`src/rtl/mem_port_arbiter_pkg.sv`:
```
// Shared types and constants for the memory port arbiter: FSM states,
// requester IDs, the error response word and the access legality check.
package mem_port_arbiter_pkg;

    typedef enum logic {
        IDLE   = 1'b0,
        ACCESS = 1'b1
    } state_t;

    typedef enum logic {
        REQ_I = 1'b0,
        REQ_D = 1'b1
    } req_id_t;

    localparam logic [31:0] ERR_DATA = 32'h0;

    // An access is illegal if it is not word aligned or lies past the last word.
    function automatic logic addr_bad(input logic [31:0] addr, input logic [31:0] max_addr);
        return (addr[1:0] != 2'b00) || (addr > max_addr);
    endfunction

endpackage

```
`src/rtl/mem_port_arbiter_prio.sv`:
```
// Priority decision between fetch and data requesters, with a starvation
// counter that hands the port to fetch after pStarveLimit back-to-back data grants.
module mem_port_arbiter_prio
    import mem_port_arbiter_pkg::*;
#(
    parameter logic [7:0] pStarveLimit = 8'd4
) (
    input  logic iwClk,
    input  logic iwRst,
    input  logic iwIReq,
    input  logic iwDReq,
    input  logic iwIdle,
    input  logic iwGrant,
    output logic owWinner
);

    logic [7:0] starve_q, starve_d;

    always_comb begin
        owWinner = REQ_I;
        if (iwDReq && !(iwIReq && (starve_q == pStarveLimit))) begin
            owWinner = REQ_D;
        end
    end

    // NOTE: every always_comb output gets a default first so no latch is inferred.
    always_comb begin
        starve_d = starve_q;
        if (iwGrant && (owWinner == REQ_I)) begin
            starve_d = 8'd0;
        end else if (iwGrant && iwIReq) begin
            starve_d = starve_q + 8'd1;
        end else if (iwIdle && !iwIReq) begin
            starve_d = 8'd0;
        end
    end

    // NOTE: sequential state uses non-blocking assignments only.
    always_ff @(posedge iwClk) begin
        if (iwRst) begin
            starve_q <= 8'd0;
        end else begin
            starve_q <= starve_d;
        end
    end

endmodule

```
`src/rtl/mem_port_arbiter.sv`:
```
// Two-requester arbiter for the single memory port: accepts one request,
// spends one ACCESS cycle on the memory, then returns a registered response.
module mem_port_arbiter
    import mem_port_arbiter_pkg::*;
#(
    parameter logic [31:0] pWords       = 32'd44,
    parameter logic [7:0]  pStarveLimit = 8'd4
) (
    input  logic        iwClk,
    input  logic        iwRst,
    input  logic        iwIReq,
    input  logic [31:0] iwIAddr,
    output logic        owIAck,
    output logic        owIValid,
    output logic [31:0] owIData,
    output logic        owIErr,
    input  logic        iwDReq,
    input  logic [31:0] iwDAddr,
    input  logic [31:0] iwDWdata,
    input  logic [3:0]  iwDWstrb,
    output logic        owDAck,
    output logic        owDValid,
    output logic [31:0] owDRdata,
    output logic        owDErr,
    output logic [31:0] owMemReadAddr,
    output logic [31:0] owMemWriteAddr,
    output logic [31:0] owMemWriteData,
    output logic [3:0]  owMemWstrb,
    input  logic [31:0] iwMemReadData
);

    localparam logic [31:0] MAX_ADDR = (pWords << 2) - 32'd4;

    state_t      state_q, state_d;
    req_id_t     id_q, id_d;
    logic        err_q, err_d;
    logic [31:0] addr_q, addr_d;
    logic [31:0] wdata_q, wdata_d;
    logic [3:0]  wstrb_q, wstrb_d;
    logic        i_valid_q, i_valid_d, i_err_q, i_err_d;
    logic [31:0] i_data_q, i_data_d;
    logic        d_valid_q, d_valid_d, d_err_q, d_err_d;
    logic [31:0] d_data_q, d_data_d;
    logic        winner;
    logic        idle;
    logic        grant;

    // Acks are combinational, so they must also be held off while reset is asserted.
    assign idle   = (state_q == IDLE) && !iwRst;
    assign owIAck = idle && iwIReq && (winner == REQ_I);
    assign owDAck = idle && iwDReq && (winner == REQ_D);
    assign grant  = owIAck || owDAck;

    mem_port_arbiter_prio #(
        .pStarveLimit (pStarveLimit)
    ) u_prio (
        .iwClk    (iwClk),
        .iwRst    (iwRst),
        .iwIReq   (iwIReq),
        .iwDReq   (iwDReq),
        .iwIdle   (idle),
        .iwGrant  (grant),
        .owWinner (winner)
    );

    always_comb begin
        state_d   = state_q;
        id_d      = id_q;
        err_d     = err_q;
        addr_d    = addr_q;
        wdata_d   = wdata_q;
        wstrb_d   = wstrb_q;
        i_valid_d = 1'b0;
        i_data_d  = i_data_q;
        i_err_d   = i_err_q;
        d_valid_d = 1'b0;
        d_data_d  = d_data_q;
        d_err_d   = d_err_q;
        if (state_q == IDLE) begin
            if (grant) begin
                id_d    = owDAck ? REQ_D : REQ_I;
                addr_d  = owDAck ? iwDAddr : iwIAddr;
                wdata_d = owDAck ? iwDWdata : 32'h0;
                err_d   = addr_bad(addr_d, MAX_ADDR);
                // Illegal accesses still take the ACCESS cycle but never write.
                wstrb_d = (owDAck && !err_d) ? iwDWstrb : 4'h0;
                state_d = ACCESS;
            end
        end else begin
            state_d = IDLE;
            wstrb_d = 4'h0;
            if (id_q == REQ_D) begin
                d_valid_d = 1'b1;
                d_data_d  = err_q ? ERR_DATA : iwMemReadData;
                d_err_d   = err_q;
            end else begin
                i_valid_d = 1'b1;
                i_data_d  = err_q ? ERR_DATA : iwMemReadData;
                i_err_d   = err_q;
            end
        end
    end

    // NOTE: every register here is control or datapath state, so all are reset.
    always_ff @(posedge iwClk) begin
        if (iwRst) begin
            state_q   <= IDLE;
            id_q      <= REQ_I;
            err_q     <= 1'b0;
            addr_q    <= 32'h0;
            wdata_q   <= 32'h0;
            wstrb_q   <= 4'h0;
            i_valid_q <= 1'b0;
            i_data_q  <= 32'h0;
            i_err_q   <= 1'b0;
            d_valid_q <= 1'b0;
            d_data_q  <= 32'h0;
            d_err_q   <= 1'b0;
        end else begin
            state_q   <= state_d;
            id_q      <= id_d;
            err_q     <= err_d;
            addr_q    <= addr_d;
            wdata_q   <= wdata_d;
            wstrb_q   <= wstrb_d;
            i_valid_q <= i_valid_d;
            i_data_q  <= i_data_d;
            i_err_q   <= i_err_d;
            d_valid_q <= d_valid_d;
            d_data_q  <= d_data_d;
            d_err_q   <= d_err_d;
        end
    end

    assign owIValid       = i_valid_q;
    assign owIData        = i_data_q;
    assign owIErr         = i_err_q;
    assign owDValid       = d_valid_q;
    assign owDRdata       = d_data_q;
    assign owDErr         = d_err_q;
    assign owMemReadAddr  = addr_q;
    assign owMemWriteAddr = addr_q;
    assign owMemWriteData = wdata_q;
    assign owMemWstrb     = wstrb_q;

endmodule

```
`config.mk`:
```
export PLATFORM = sky130hd
export DESIGN_NAME = mem_port_arbiter
export DESIGN_NICKNAME = d
export VERILOG_FILES = /design/src/rtl/mem_port_arbiter_pkg.sv /design/src/rtl/mem_port_arbiter_prio.sv /design/src/rtl/mem_port_arbiter.sv
export SDC_FILE = /design/constraint.sdc
export NUM_CORES = 1
export LEC_CHECK = 0
export CAP_MARGIN = 20
export CORE_ASPECT_RATIO = 1.75
export CORE_UTILIZATION = 36
export CTS_CLUSTER_DIAMETER = 50
export CTS_CLUSTER_SIZE = 14
export DETAILED_ROUTE_END_ITERATION = 7
export PLACE_DENSITY_LB_ADDON = 0.12
export SLEW_MARGIN = 25
export SYNTH_ARGS = -nofsm -noshare
export SYNTH_HDL_FRONTEND = slang
export SYNTH_SLANG_ARGS = --single-unit
export TNS_END_PERCENT = 5
```
`constraint.sdc`:
```
create_clock -name iwClk -period 2.2 [get_ports iwClk]
set_input_delay 0.44 -clock iwClk [delete_from_list [all_inputs] [get_ports iwClk]]
set_output_delay 0.44 -clock iwClk [all_outputs]
set_load 0.1 [all_outputs]
```
======== Word level (Yosys, flattened, before mapping) ========
Cells that the tools add are included.
word-level totals
  flip-flop bits (word level) ............. 147
  input bits .............................. 136
  output and inout bits ................... 170
operators by class
  $add $sub $neg .......................... 1
  order comparisons ....................... 1
  equality and inequality tests ........... 1
  muxes and demuxes ....................... 11
  bitwise gates (word level) .............. 3
  reduce and logical (&&, ||, !) cells .... 25
operators with widths
  kind                   count
  $mux W32               3
  $gt A32 B8 Y1 const B  1
  $mux W8                2
  $logic_and A1 B1 Y1    11
  $add A8 B1 Y8 const B  1
  $eq A8 B3 Y1 const B   1
  $reduce_and A2 Y1      3
  $reduce_or A2 Y1       3
  $mux W1                5
  $logic_not A1 Y1       4
  $mux W4                1
  $reduce_bool A2 Y1     2
  $not A1 Y1             3
  $logic_or A1 B1 Y1     2

======== Logic depth before layout (Yosys ltp) ========
  depth in word-level cells ............... 12
  gate-level depth with buffers ........... 11
  gate-level depth less buffers ........... 8

======== Hierarchy ========
From an unflattened synthesis, not the netlist that was laid out.
unflattened totals
  cells, all modules ...................... 754
  area, all modules ....................... 6219.7 sq um
modules (own cells, without submodules)
  module                 instances  cells each  area an instance (sq um)  seq. area each (sq um)
  mem_port_arbiter       1          699         5769.3                    2782.7
  mem_port_arbiter_prio  1          55          450.4                     160.2

======== Least setup slack after synthesis ========
No wires, ideal clock.
  path type ............................... input to output
  from .................................... input iwRst
  to ...................................... output owIAck
  arrival ................................. 2.534 ns
  required time ........................... 1.760 ns
  setup slack ............................. -0.774 ns
  stages .................................. 5
  path buffers ............................ 2
  path through ............................ clkbuf_1 nor2_1 clkbuf_1 nand2_1 nor2b_1
between the ends
  longest elaborated chain between the ends .. 4
RTL lines
  element                            line                    RTL
  start: declaration                 mem_port_arbiter.sv:10  input logic iwRst,
  $logic_not A1 Y1                   mem_port_arbiter.sv:49  assign idle = (state_q == IDLE) && !iwRst;
  $logic_and A1 B1 Y1                mem_port_arbiter.sv:49
  $logic_and A1 B1 Y1 (2 in series)  mem_port_arbiter.sv:50  assign owIAck = idle && iwIReq && (winner == REQ_I);
  end: declaration                   mem_port_arbiter.sv:13  output logic owIAck,
No other way between the ends.

======== Worst setup path in the final report ========
  from .................................... register u_prio.starve_q[7]
  to ...................................... output owIAck
between the ends
  longest elaborated chain between the ends .. 7
RTL lines
  element                   line                         RTL
  start: declaration        mem_port_arbiter_prio.sv:17  logic [7:0] starve_q, starve_d;
  start signal: assignment  mem_port_arbiter_prio.sv:43  starve_q <= starve_d;
  $eq A8 B3 Y1              mem_port_arbiter_prio.sv:21  if (iwDReq && !(iwIReq && (starve_q == pStarveLimit))) begin
  $logic_and A1 B1 Y1       mem_port_arbiter_prio.sv:21
  $logic_not A1 Y1          mem_port_arbiter_prio.sv:21
  $logic_and A1 B1 Y1       mem_port_arbiter_prio.sv:21
  $mux W1                   mem_port_arbiter_prio.sv:21
  $not A1 Y1                mem_port_arbiter.sv:50
  $logic_and A1 B1 Y1       mem_port_arbiter.sv:50
No other way between the ends.

==> out/results.tsv <==
metric	value	unit
crit path launch type	flip-flop	
met2 Usage GRT	43.9	%
PortBufs	305	
number of max-cap violations	0	
Die Area	0.0173	mm2
sequential fraction of design power	34.8	%
required time of the critical path	1.76	ns
Synth top cells by count	nand2_1 (215), dfxtp_1 (147), nor2_1 (78), a21oi_1 (74), clkbuf_1 (42)	
initial antenna violation count	0	
Final #Nets	1172	
number of hold buffers added after CTS	0	
post-DR wirelength/cell	16.1	um
Clock Path Buffers	2	
post-layout min period	2.54	ns
share of post-route cells with drive strength above 1	24.5	%
sequential fraction of the synthesis area	48.8	%
gr usage total	23.3	%
vias per cell	4.87	
global placement routability congestion	0.841	
CTS root buf	clkbuf_16	
worst slew pin tran	0.664	ns
setup_tns	-0.676	ns
post-synthesis cell count	758	
H-tree Lvls	4	
GRT Max-Usage Layer	met2	
Fill cells	1536	
Initial Util	36.9	%
Util after Layout	57.9	%
met1 GRT Util	24.5	%
Worst Skew	0.0122	ns
DRT iter0 DRCs	201	
largest cells by area after synthesis	dfxtp_1 (49%), nand2_1 (13%), a21oi_1 (6.1%)	
Most used DFF post-synth	dfxtp_1	
worst hold slack	0.453	ns
final worst setup slack	-0.343	ns
total gr overflow	0	
placed wire-length estimate	14800	um
Setup CP Type	reg2out	
Pwr Density	874	mW/mm2
crit path max fanout	2	
clock share of power	37.5	%
Syn Area/Cell	7.96	um2
Area growth, synth to finish	57.2	%
global-route wire length before repair	31100	um
CP Data Arrival Time	2.10	ns
Die Span X	99.9	um
outcome	finished, violations left	
total CTS buffers	17	
std cell rows	62	
net switching power figure	2.97	mW
fin. max-slew vios	0	
Seq. cell area	0.00294	mm2
met3 Resource Use GR	5.69	%
vias after detailed routing	6185	
Post-synth EDFFs	0	
Sw Share	35.8	%
post-CTS setup buffer count	0	
Antenna diodes	0	
Slew headroom	55.7	%
Max Clock Freq	0.393	GHz
failing checks	negative setup slack	
worst-skew pair later-pin latency	0.42	ns
final wirelength	20500	um
total clock sinks	147	
Leak	3.89	nW
Final Cell Area	0.00949	mm2
Die Y	173	um
synth unique cells	35	
Tcrit/Tclk final	116	%
RSZ-0062 raised after global routing	yes	
Area after DPL	0.00883	mm2
synthesized area	0.00603	mm2
Synth area leader	dfxtp_1	
Inst Count DP	1239	
P_int	5.32	mW
synthesized net count	896	
asr flop ratio synth	0	%
Pre-Repair DR Iteration Count	4	
area of the multi-input gates	0.00260	mm2
Top Ports	306	
setup slack at placement	-0.220	ns
yosys warns	0	
maximum VDD drop	0.439	mV
final hold violations	0	
fin cells	1271	
top cell type's share of synthesized area	48.8	%
# setup viols final	2	
CP endpoint kind	primary output	
Min-Delay Path Class	reg2reg	
vias in the first global route	5794	
most frequent cell after synthesis	nand2_1	
post-synthesis register bit count	147	
DRC viols	0	
Power Total	8.29	mW
core area	0.0164	mm2
largest net degree at the start of global routing	136	
post-route ant nets	0	
CTS tree	built	
clock slew at reported path FFs	0.06	ns
Gate power share	27.7	%
## sequential cells by signal, indices dropped and copies added, names as in the netlist
| signal | cells |
|---|---|
| id_q | 1 |
| err_q | 1 |
| owDValid | 1 |
| owMemReadAddr | 32 |
| owIErr | 1 |
| owDRdata | 32 |
| u_prio.starve_q | 8 |
| owIData | 32 |
| owIValid | 1 |
| owMemWstrb | 4 |
| owMemWriteData | 32 |
| state_q | 1 |
| owDErr | 1 |
## metal layers
layer  wire length [um]  up-vias
li1                   -     3062
met1               7570     2856
met2              11100      239
met3               1280       28
met4                486        0
met5                  0        -
## critical path, stage by stage, from the launching register on
cell     delay [ns]
dfxtp_2        0.33
or4b_4         0.56
o41ai_4        0.29
buf_4          0.18
nor2b_4        0.15
buf_12         0.18
## area by class of cell
class                           count  area share [%]
Timing Repair Buffer              344            31.6
Sequential cell                   147            31.0
Multi-Input combinational cell    516            27.4
Clock buffer                       19            4.56
Tap cell                          224            2.95
Clock inverter                     13            2.06
Inverter                            8           0.317
## power groups by stage
stage          Combinational [mW]  Sequential [mW]  Clock (mW)
2_1_floorplan               0.832             3.76           0
3_3_place_gp                 2.29             2.94           0
3_5_place_dp                 2.29             2.94           0
4_1_cts                      2.29             2.88        3.17
5_1_grt                      2.38             2.90        3.29
6_report                     2.29             2.88        3.11
## path summary, 6_finish.rpt
| path | start | end | slack [ns] | depth (start not counted) |
|---|---|---|---|---|
| min reg2reg | owIData[5] | owIData[5] | 0.45 | 2 |
| max reg2reg | u_prio.starve_q[7] | owMemReadAddr[17] | 0.08 | 7 |
| min | owIData[5] | owIData[5] | 0.45 | 2 |
| max | u_prio.starve_q[7] | owIAck | -0.34 | 5 |
## what timing repair did
action                                 CTS  global route
endpoints found under the hold margin    0             0
resized for setup                        2             5
pin swaps                                0             3
setup endpoints to repair                6            12
## placed cells by master, fill, tap and decap left out, drive strengths merged, types with 2 or more instances in the layout
cell type / netlist / final
bufinv: 0 / 4
clkbuf: 42 / 19
o21ai: 6 / 6
clkdlybuf4s50: 0 / 134
clkinvlp: 0 / 3
inv: 8 / 13
nor4: 12 / 12
xnor2: 2 / 2
nand3: 3 / 3
a21o: 2 / 2
nand2: 215 / 215
dfxtp: 147 / 147
or2: 3 / 3
buf: 45 / 210
a311oi: 32 / 32
nor3: 7 / 7
nor2: 78 / 78
a21oi: 74 / 74
a22oi: 32 / 32
nor2b: 34 / 34
nand4: 4 / 4
ha: 2 / 2
## kinds of logic (layout without fill, tap and decap cells)
family | count (synthesis) | count (layout) | share of synthesized area, %
buf+inv | 95 | 384 | 8.69
fa+ha+maj | 2 | 2 | 0.415
xor+xnor | 2 | 2 | 0.290
flops | 147 | 147 | 48.8
compound gates | 149 | 149 | 16.4
simple gates | 363 | 363 | 25.5
Power figures use the tool's default switching activity.
